--- config.mk ---
export PLATFORM = sky130hd
export DESIGN_NAME = enemy_fleet_scheduler
export DESIGN_NICKNAME = d
export VERILOG_FILES = /design/src/rtl/enemy_fleet_scheduler.sv
export SDC_FILE = /design/constraint.sdc
export NUM_CORES = 1
export LEC_CHECK = 0
export ABC_AREA = 1
export CORE_ASPECT_RATIO = 1.2
export CORE_MARGIN = 2
export CORE_UTILIZATION = 60
export CTS_CLUSTER_SIZE = 12
export DETAILED_ROUTE_END_ITERATION = 10
export PLACE_DENSITY_LB_ADDON = 0.12
export SLEW_MARGIN = 30
export SYNTH_ARGS = -nofsm -noshare
export SYNTH_HDL_FRONTEND = slang
export SYNTH_SLANG_ARGS = --single-unit
export TNS_END_PERCENT = 30
--- constraint.sdc ---
create_clock -name clk -period 3.6 [get_ports clk]
set_input_delay 0.54 -clock clk [delete_from_list [all_inputs] [get_ports clk]]
set_output_delay 0.54 -clock clk [all_outputs]
set_load 0.005 [all_outputs]
--- src/rtl/enemy_fleet_scheduler.sv ---
// Enemy fleet scheduler: one row of enemies sharing a bitmap, with a
// registered pixel hit test and a frame-paced march/bounce/drop controller.
module enemy_fleet_scheduler #(
  parameter int N_ENEMIES       = 4,
  parameter int OBJECT_WIDTH_X  = 11,
  parameter int OBJECT_HEIGHT_Y = 48,
  parameter int SPACING         = 40,
  parameter int INIT_X          = 100,
  parameter int INIT_Y          = 32,
  parameter int STEP            = 2,
  parameter int DROP            = 8,
  parameter int MOVE_PERIOD     = 4,
  parameter int SCREEN_WIDTH    = 640,
  parameter int FLOOR_Y         = 400
) (
  input  logic                 clk,
  input  logic                 reset,
  input  logic                 startOfFrame,
  input  logic [10:0]          pixelX,
  input  logic [10:0]          pixelY,
  input  logic [N_ENEMIES-1:0] killReq,
  input  logic                 respawn,
  output logic [10:0]          offsetX,
  output logic [10:0]          offsetY,
  output logic                 InsideRectangle,
  output logic [((N_ENEMIES > 1) ? $clog2(N_ENEMIES) : 1)-1:0] activeEnemy,
  output logic [N_ENEMIES-1:0] alive,
  output logic                 allDead,
  output logic                 reachedFloor
);
  localparam int AW = (N_ENEMIES > 1) ? $clog2(N_ENEMIES) : 1;
  localparam logic [31:0] SPAN =
    32'((N_ENEMIES - 1) * SPACING + OBJECT_WIDTH_X + STEP);

  typedef enum logic [1:0] {
    S_IDLE, S_CHECK, S_MOVE, S_DROP
  } state_e;

  state_e               state_q, state_d;
  logic [10:0]          baseX_q, baseX_d;
  logic [10:0]          baseY_q, baseY_d;
  logic                 dir_q, dir_d;
  logic [N_ENEMIES-1:0] alive_q, alive_d;
  logic [15:0]          frame_q, frame_d;
  logic                 floor_q, floor_d;
  logic                 hit_q, hit_d;
  logic [AW-1:0]        idx_q, idx_d;
  logic [10:0]          offX_q, offX_d;
  logic [10:0]          offY_q, offY_d;

  // Widened copies so sprite bounds past 2047 never wrap.
  logic [31:0] bx, by, px, py, x0;
  logic        at_floor;

  assign bx = {21'd0, baseX_q};
  assign by = {21'd0, baseY_q};
  assign px = {21'd0, pixelX};
  assign py = {21'd0, pixelY};
  assign at_floor = (by + 32'(OBJECT_HEIGHT_Y)) >= 32'(FLOOR_Y);

  always_comb begin
    hit_d  = 1'b0;
    idx_d  = '0;
    offX_d = '0;
    offY_d = '0;
    x0     = '0;
    // Descending scan so the lowest index is the final winner.
    for (int i = N_ENEMIES - 1; i >= 0; i--) begin
      x0 = bx + 32'(i * SPACING);
      if (alive_q[i] && px >= x0 &&
          px < x0 + 32'(OBJECT_WIDTH_X) &&
          py >= by &&
          py < by + 32'(OBJECT_HEIGHT_Y)) begin
        hit_d  = 1'b1;
        idx_d  = AW'(i);
        offX_d = pixelX - x0[10:0];
        offY_d = pixelY - baseY_q;
      end
    end
  end

  always_comb begin
    state_d = state_q;
    baseX_d = baseX_q;
    baseY_d = baseY_q;
    dir_d   = dir_q;
    frame_d = frame_q;
    alive_d = alive_q & ~killReq;
    floor_d = floor_q | at_floor;
    unique case (state_q)
      S_IDLE: begin
        if (startOfFrame && !floor_q && !allDead) begin
          if (frame_q == 16'(MOVE_PERIOD - 1)) begin
            frame_d = '0;
            state_d = S_CHECK;
          end else begin
            frame_d = frame_q + 16'd1;
          end
        end
      end
      S_CHECK: begin
        if (!dir_q) begin
          state_d = (bx + SPAN > 32'(SCREEN_WIDTH)) ? S_DROP : S_MOVE;
        end else begin
          state_d = (bx < 32'(STEP)) ? S_DROP : S_MOVE;
        end
      end
      S_MOVE: begin
        baseX_d = dir_q ? baseX_q - 11'(STEP) : baseX_q + 11'(STEP);
        state_d = S_IDLE;
      end
      S_DROP: begin
        baseY_d = baseY_q + 11'(DROP);
        dir_d   = ~dir_q;
        state_d = S_IDLE;
      end
      default: state_d = S_IDLE;
    endcase
    if (respawn) begin
      state_d = S_IDLE;
      baseX_d = 11'(INIT_X);
      baseY_d = 11'(INIT_Y);
      dir_d   = 1'b0;
      frame_d = '0;
      alive_d = '1;
      floor_d = 1'b0;
    end
  end

  always_ff @(posedge clk) begin
    if (reset) begin
      state_q <= S_IDLE;
      baseX_q <= 11'(INIT_X);
      baseY_q <= 11'(INIT_Y);
      dir_q   <= 1'b0;
      frame_q <= '0;
      alive_q <= '1;
      floor_q <= 1'b0;
      hit_q   <= 1'b0;
      idx_q   <= '0;
      offX_q  <= '0;
      offY_q  <= '0;
    end else begin
      state_q <= state_d;
      baseX_q <= baseX_d;
      baseY_q <= baseY_d;
      dir_q   <= dir_d;
      frame_q <= frame_d;
      alive_q <= alive_d;
      floor_q <= floor_d;
      hit_q   <= hit_d;
      idx_q   <= idx_d;
      offX_q  <= offX_d;
      offY_q  <= offY_d;
    end
  end

  assign offsetX         = offX_q;
  assign offsetY         = offY_q;
  assign InsideRectangle = hit_q;
  assign activeEnemy     = idx_q;
  assign alive           = alive_q;
  assign allDead         = ~|alive_q;
  assign reachedFloor    = floor_q;
endmodule

* Yosys cells after proc, flatten, opt, wreduce, memory -nomap -nowiden
Index checks and enable logic that the tools add are counted.
** Storage, ports and cells
- Output and inout bits :: 31
- Logic and storage cells :: 104
- Flip-flop bits (word level) :: 71
** Operators by class
- Bitwise logic cells :: 4
- Order comparisons :: 13
- $add $sub $neg :: 18
- Equality and inequality tests :: 6
- Reductions and logical operators :: 28
- Multiplexer cells :: 23
** Operators with widths (number)
- $mux W11 :: 9
- $sub A11 B11 Y11 :: 5
- $add A12 B4 Y13 const B :: 3
- $lt A11 B13 Y1 :: 3
- $ge A11 B12 Y1 :: 3
- $ge A32 B9 Y1 const B :: 1
- $add A11 B6 Y12 const B :: 2
- $add A11 B7 Y12 const B :: 2
- $lt A11 B12 Y1 :: 2
- $ge A11 B11 Y1 :: 2
- $logic_and A1 B1 Y1 :: 18
- $add A16 B1 Y16 const B :: 1
- $eq A16 B2 Y1 const B :: 1
- $mux W16 :: 1
- $add A11 B4 Y12 const B :: 1
- $add A11 B8 Y12 const B :: 1
- $gt A12 B10 Y1 const B :: 1
- $add A11 B2 Y11 const B :: 1
- $add A11 B4 Y11 const B :: 1
- $lt A11 B2 Y1 const B :: 1
- $sub A11 B2 Y11 const B :: 1
- $mux W1 :: 8
- $mux W2 :: 4
- $pmux W2 S3 :: 1
- other kinds (13) :: 19

* Logic depth before layout (Yosys ltp)
Gate-level depths: netlist of run 1.
- Word-level depth :: 10
- Mapped depth :: 28
- Gate-level depth less buffers :: 28

* Worst setup path before layout of run 1
OpenSTA, ideal clock, no wires.
- Kind :: flip-flop to flip-flop
- From :: register baseX_q[3]
- To :: register hit_q (netlist: InsideRectangle)
- Required time :: 3.486 ns
- Path buffers :: 1
- Slack :: 0.523 ns
- Arrival :: 2.963 ns
- Stages on the path, launching flop included :: 26
- Clock period less this slack :: 3.077 ns
- Cells stage by stage :: dfxtp_1 inv_1 ha_1 inv_1 nand2_1 nand2_1 inv_1 nor2_1 nand2_1 nor2_1 nand2_1 xnor2_1 ha_1 nand2_1 o21a_1 nand2_1 nand2_1 nand2_1 nand2_1 nand2_1 nor2_4 nand2_2 nand2_2 o21ai_4 buf_6 inv_1
** On the way
- Cells in the longest elaborated chain, start to end :: 10
- Elaborated cells between the ends (all ways) :: 35
- Those cells by class :: add/sub (7); order compare (8); mux (4); reduce/logical (16)
** RTL lines
- from (decl) :: line 40 : logic [10:0] baseX_q, baseX_d;
- from (signal assigned) :: line 133 : baseX_q <= 11'(INIT_X);
- from (signal assigned) :: line 145 : baseX_q <= baseX_d;
- $add A11 B7 Y12 :: line 69 : x0 = bx + 32'(i * SPACING);
- $add A12 B4 Y13 or $ge A11 B12 Y1 (tied branches) :: line 71, 70
- $lt A11 B13 Y1 or $logic_and A1 B1 Y1 (tied branches) :: line 71, 70
- $logic_and A1 B1 Y1 :: line 70 : if (alive_q[i] && px >= x0 &&
- $logic_and A1 B1 Y1 :: line 71 : px < x0 + 32'(OBJECT_WIDTH_X) &&
- $logic_and A1 B1 Y1 :: line 72 : py >= by &&
- $mux W1 (3 in series) :: line 70
- $mux W1 * :: line 70
- to (signal assigned) :: line 151 : hit_q <= hit_d;
- to (decl) :: line 46 : logic hit_q, hit_d;
Every way passes the cells marked *; elsewhere a longest branch is shown, timed or not.
A chain may end at the register's enable or synchronous reset.

* Worst setup path in the final report of run 1
- From :: register baseX_q[5]
- To :: register offY_q[6] (netlist: offsetY[6])
** On the way
- Cells in the longest elaborated chain, start to end :: 10
- Elaborated cells between the ends (all ways) :: 35
- Those cells by class :: add/sub (7); order compare (8); mux (4); reduce/logical (16)
** RTL lines
- $add A11 B7 Y12 :: line 69
- $add A12 B4 Y13 or $ge A11 B12 Y1 (tied branches) :: line 71, 70
- $lt A11 B13 Y1 or $logic_and A1 B1 Y1 (tied branches) :: line 71, 70
- $logic_and A1 B1 Y1 :: line 70
- $logic_and A1 B1 Y1 :: line 71
- $logic_and A1 B1 Y1 :: line 72
- $mux W11 (3 in series) :: line 70
- $mux W11 * :: line 70
- to (signal assigned) :: line 154 : offY_q <= offY_d;
- to (decl) :: line 49 : logic [10:0] offY_q, offY_d;
Marks and branches as above.

==> reports/metrics.sh, run 1 <==
GR-TOTAL-OVERFLOW=0
LARGEST_NET_DEGREE_AT_THE_START_OF_GLOBAL_ROUTING=21
POWER.LEAKAGE_nW=3.77
CRITICAL_PATH.MAX_STAGE_DELAY_NS=0.40
FINAL.SETUP.TNS_NS=0
WORST-ENDPOINT-ARRIVAL_NS=3.59
FP.DIEH_UM=122
SYNTH_FLOP_CELL='sky130_fd_sc_hd__dfxtp_1'
FINALNETCOUNT=1254
ANTENNA_VIOLATIONS_BEFORE_REPAIR=0
DETAIL_ROUTE.ITER0.VIOLATIONS=525
POST_SYNTH_MOST_FREQUENT_CELLS='sky130_fd_sc_hd__nand2_1 (213), sky130_fd_sc_hd__inv_1 (143), sky130_fd_sc_hd__nor2_1 (105)'
FINAL_MAX_SLEW_VIOLS=0
POST-ROUTE-DRC-COUNT=0
POST_DRT_WL_PER_CELL_UM=15.5
WORSTSETUPSTARTPOINT='baseX_q[5]'
SHARE_OF_THE_YOSYS_CHIP_AREA_BELONGING_TO_REGISTERS=0.193
POST-CTS-SETUP-BUFFER-COUNT=0
HP-CLASS='reg -> reg'
FINAL.FILL_COUNT=1022
CLOCK_PERIOD_MINUS_WORST_SLACK_NS=3.33
SYN-CELL-AREA_MM2=0.00696
WORST_HOLD_SLACK_NS=0.485
CTS_REPAIR_RESIZE_COUNT=0
SYNTH_ASYNC_SR_FLOP_SHARE=0
CRIT_TOP_CELL='sky130_fd_sc_hd__nand2_1'
PLACED_CELL_AREA_MM2=0.00782
WORST_SLEW_MARGIN_REL=0.578
MAX-CAP-VIOLATIONS=0
WL_UM=20000
SYNTH.TOP_CELL.AREA_SHARE=0.193
CLKTRANSATPATHREGS_NS=0.06
AREAGROWTHSYNTHTOFINISH_PCT=17.3
OUTCOME='finished, final reports clean'
CRITPATHREQUIREDTIME_NS=3.86
POST-ROUTE-CELL-AREA_MM2=0.00816
INSERTION_DELAY_NS=0.34
IO_BUFFERS=60
PLACE.DETAILED.HPWL_UM=16300
VDD.IR_DROP.WORST_mV=0.180
SYNTH-SEQ-CELLS=67
GRT_USE_TOTAL=0.322
POSTSYNTHNETCOUNT=1180
YS.WARNINGS.COUNT=0
SYN_INST=1053
CRITICAL_PATH.ENDPOINT_TYPE='register'
FINAL-SEQ-AREA_MM2=0.00134
WIRE_LENGTH_OF_THE_FIRST_GLOBAL_ROUTING_PASS_UM=31300
SYNTH_ENABLE_FLOP_CELLS=0
FINAL_CELL_COUNT_WITHOUT_FILLERS=1289
WORST_CLOCK_SKEW_NS=0.00895
CLKSINKCOUNT=67
WORST_PATH_CELL_TRACE='buf_4 > a21oi_1 > inv_1 > nand2_1 > xor2_1 > inv_1 > nor3_1 > xor2_1 > ha_1 > nand2_1 > inv_1 > nand2_1 > nand2_1 > nand2_2 > nand3_4 > nand2_2 > o21ai_4 > buf_12 > nor3_1'
CTS_MAX_PATH_BUFFERS=2
YOSYS.CELL_COUNT.TOP_TYPE='sky130_fd_sc_hd__nand2_1'
FLOORPLAN.ROWS=43
SLOWEST_STAGE='sky130_fd_sc_hd__xor2_1'
RSZ0062_AT_GRT='no'
PLACE_CONGESTION=0.994
WORSTSETUPPATHTYPE='reg -> reg'
REPORT.FINAL.HOLD_VIOL_COUNT=0
DPL.CELL_COUNT=1273
MULTIINPUTGATEAREA_MM2=0.00498
DIEWIDTH_UM=102
CORE_AREA_MM2=0.0115
CLOCK_TREE_FROM_TRITONCTS='yes'
FIRSTDRTPASSITERS=5
ROUTED_VIA_DENSITY=5.52
CRITPATHMAXFANOUT=17
START_UTIL=0.607
P_PER_AREA_mW_PER_MM2=260
FMAXACHIEVABLE_MHz=300
TIGHTESTPINTRANSITION_NS=0.633
FLOORPLAN.IO_PINS=61
CTSROOTBUFFERMASTER='sky130_fd_sc_hd__clkbuf_16'
HTREE_NUM_LEVELS=3
LAYOUT_WORST_PATH_CYCLE_SHARE=0.925
FIRST_GLOBAL_VIAS=6346
MEAN_INSTANCE_SIZE_IN_THE_SYNTHESIZED_NETLIST_UM2=6.61
CTS_INSERTED_BUFFERS=9
VIAS=7120
LAUNCH_POINT_OF_THE_WORST_REG_TO_REG_PATH='baseX_q[5]'
MIN-DELAY-START='frame_q[3]'
ANTENNA_LEFT=0
POST_SYNTHESIS_CELL_TYPE_COUNT=48
POST_ROUTE_CELLS_DRIVE_ABOVE_1_SHARE=0.0733
SYNTHTOPCELLSBYAREA='sky130_fd_sc_hd__dfxtp_1 (19%), sky130_fd_sc_hd__ha_1 (17%), sky130_fd_sc_hd__nand2_1 (11%), sky130_fd_sc_hd__inv_1 (7.7%), sky130_fd_sc_hd__a21oi_1 (6.8%)'
CTS_HOLD_REPAIR.BUFFERS=0
START_KIND='register'
SYNTH_LARGEST_AREA_CELL='sky130_fd_sc_hd__dfxtp_1'
FINALSETUPVIOLCOUNT=0
N_ANTENNA_CELL=0
FP.DIEAREA_MM2=0.0125
path summary, 6_finish.rpt:
check / end / slack, ns / cells past startpoint
max: offsetY[6] / 0.27 / 19
min: frame_q[3] / 0.49 / 1
max reg2reg: offsetY[6] / 0.27 / 19
min reg2reg: frame_q[3] / 0.49 / 1
cell usage in the layout (no fill, tap or decap), types with 5 or more instances in the layout:
cell / instances
sky130_fd_sc_hd__xor2_1: 49
sky130_fd_sc_hd__nand4_1: 26
sky130_fd_sc_hd__clkdlybuf4s50_1: 60
sky130_fd_sc_hd__nand2_1: 213
sky130_fd_sc_hd__nand3_1: 53
sky130_fd_sc_hd__buf_4: 17
sky130_fd_sc_hd__a21oi_1: 94
sky130_fd_sc_hd__dfxtp_1: 67
sky130_fd_sc_hd__o21ai_0: 52
sky130_fd_sc_hd__nand2_2: 11
sky130_fd_sc_hd__xnor2_1: 14
sky130_fd_sc_hd__nor2_1: 105
sky130_fd_sc_hd__clkbuf_16: 9
sky130_fd_sc_hd__o21a_1: 8
sky130_fd_sc_hd__nor3_1: 33
sky130_fd_sc_hd__nor2_2: 13
sky130_fd_sc_hd__ha_1: 94
sky130_fd_sc_hd__inv_1: 142
sky130_fd_sc_hd__o21bai_1: 5
sky130_fd_sc_hd__a31oi_1: 5
sky130_fd_sc_hd__inv_2: 7
kinds of logic (layout without fill, tap and decap cells):
| group | after synthesis | after routing | share of synthesized area |
|---|---|---|---|
| buffers and inverters | 167 | 246 | 0.0947 |
| AO/OA/AOI/OAI | 181 | 181 | 0.145 |
| flip-flops | 67 | 67 | 0.193 |
| XOR/XNOR | 67 | 67 | 0.0875 |
| AND/OR/NAND/NOR | 474 | 474 | 0.304 |
| adder cells (fa/ha/maj) | 97 | 97 | 0.176 |
per-layer routing:
layer | track usage | routed length [um]
met5 | 0 | 0
met4 | 0.164 | 902
met3 | 0.0338 | 1230
met2 | 0.549 | 9720
met1 | 0.397 | 8180
where the power goes:
part / switching, W / leakage [nW] / total [W] / internal [W]
Clock: 0.000356 / 0.160 / 0.000968 / 0.000612
Sequential: 0.00000605 / 0.542 / 0.000763 / 0.000757
Combinational: 0.000224 / 3.07 / 0.000391 / 0.000167
sequential cells by signal, summed over array words and instances (netlist names):
name / flops
frame_q: 16
activeEnemy: 2
baseY_q: 8
reachedFloor: 1
dir_q: 1
state_q: 2
InsideRectangle: 1
baseX_q: 10
alive: 4
offsetX: 11
offsetY: 11
area by class of cell:
type                       count  share of cell area
sequential                    67               0.164
multi-input combinational    819               0.610
clock buffer                   9              0.0276
clock inverter                 7              0.0123
tap                          157              0.0241
inverter                     152              0.0699
timing repair buffer          78              0.0916
critical path, delay by kind of cell (launching register included):
family,cells,cell delay [ns]
AND/OR/NAND/NOR,9,1.10
XOR/XNOR,2,0.57
AO/OA/AOI/OAI,2,0.30
adder cells (fa/ha/maj),1,0.26
flip-flops,1,0.35
buffers and inverters,5,0.64
stage by stage:
step / setup WS, ns / power (W) / util
floorplan: 0.523 / 0.00101 / -
global placement: 0.261 / 0.00116 / 0.682
detailed placement: 0.176 / 0.00116 / 0.682
CTS: 0.297 / 0.00213 / 0.711
global route: 0.00364 / 0.00222 / 0.712
finish: 0.271 / 0.00212 / 0.712
Power figures use the tool's default switching activity.
==> inputs of run 2 (changes only) <==
HOLD_SLACK_MARGIN = 0.05   (was default)
==> results of run 2 <==
No change in the layout: final DEF, timing and power equal those of run 1.
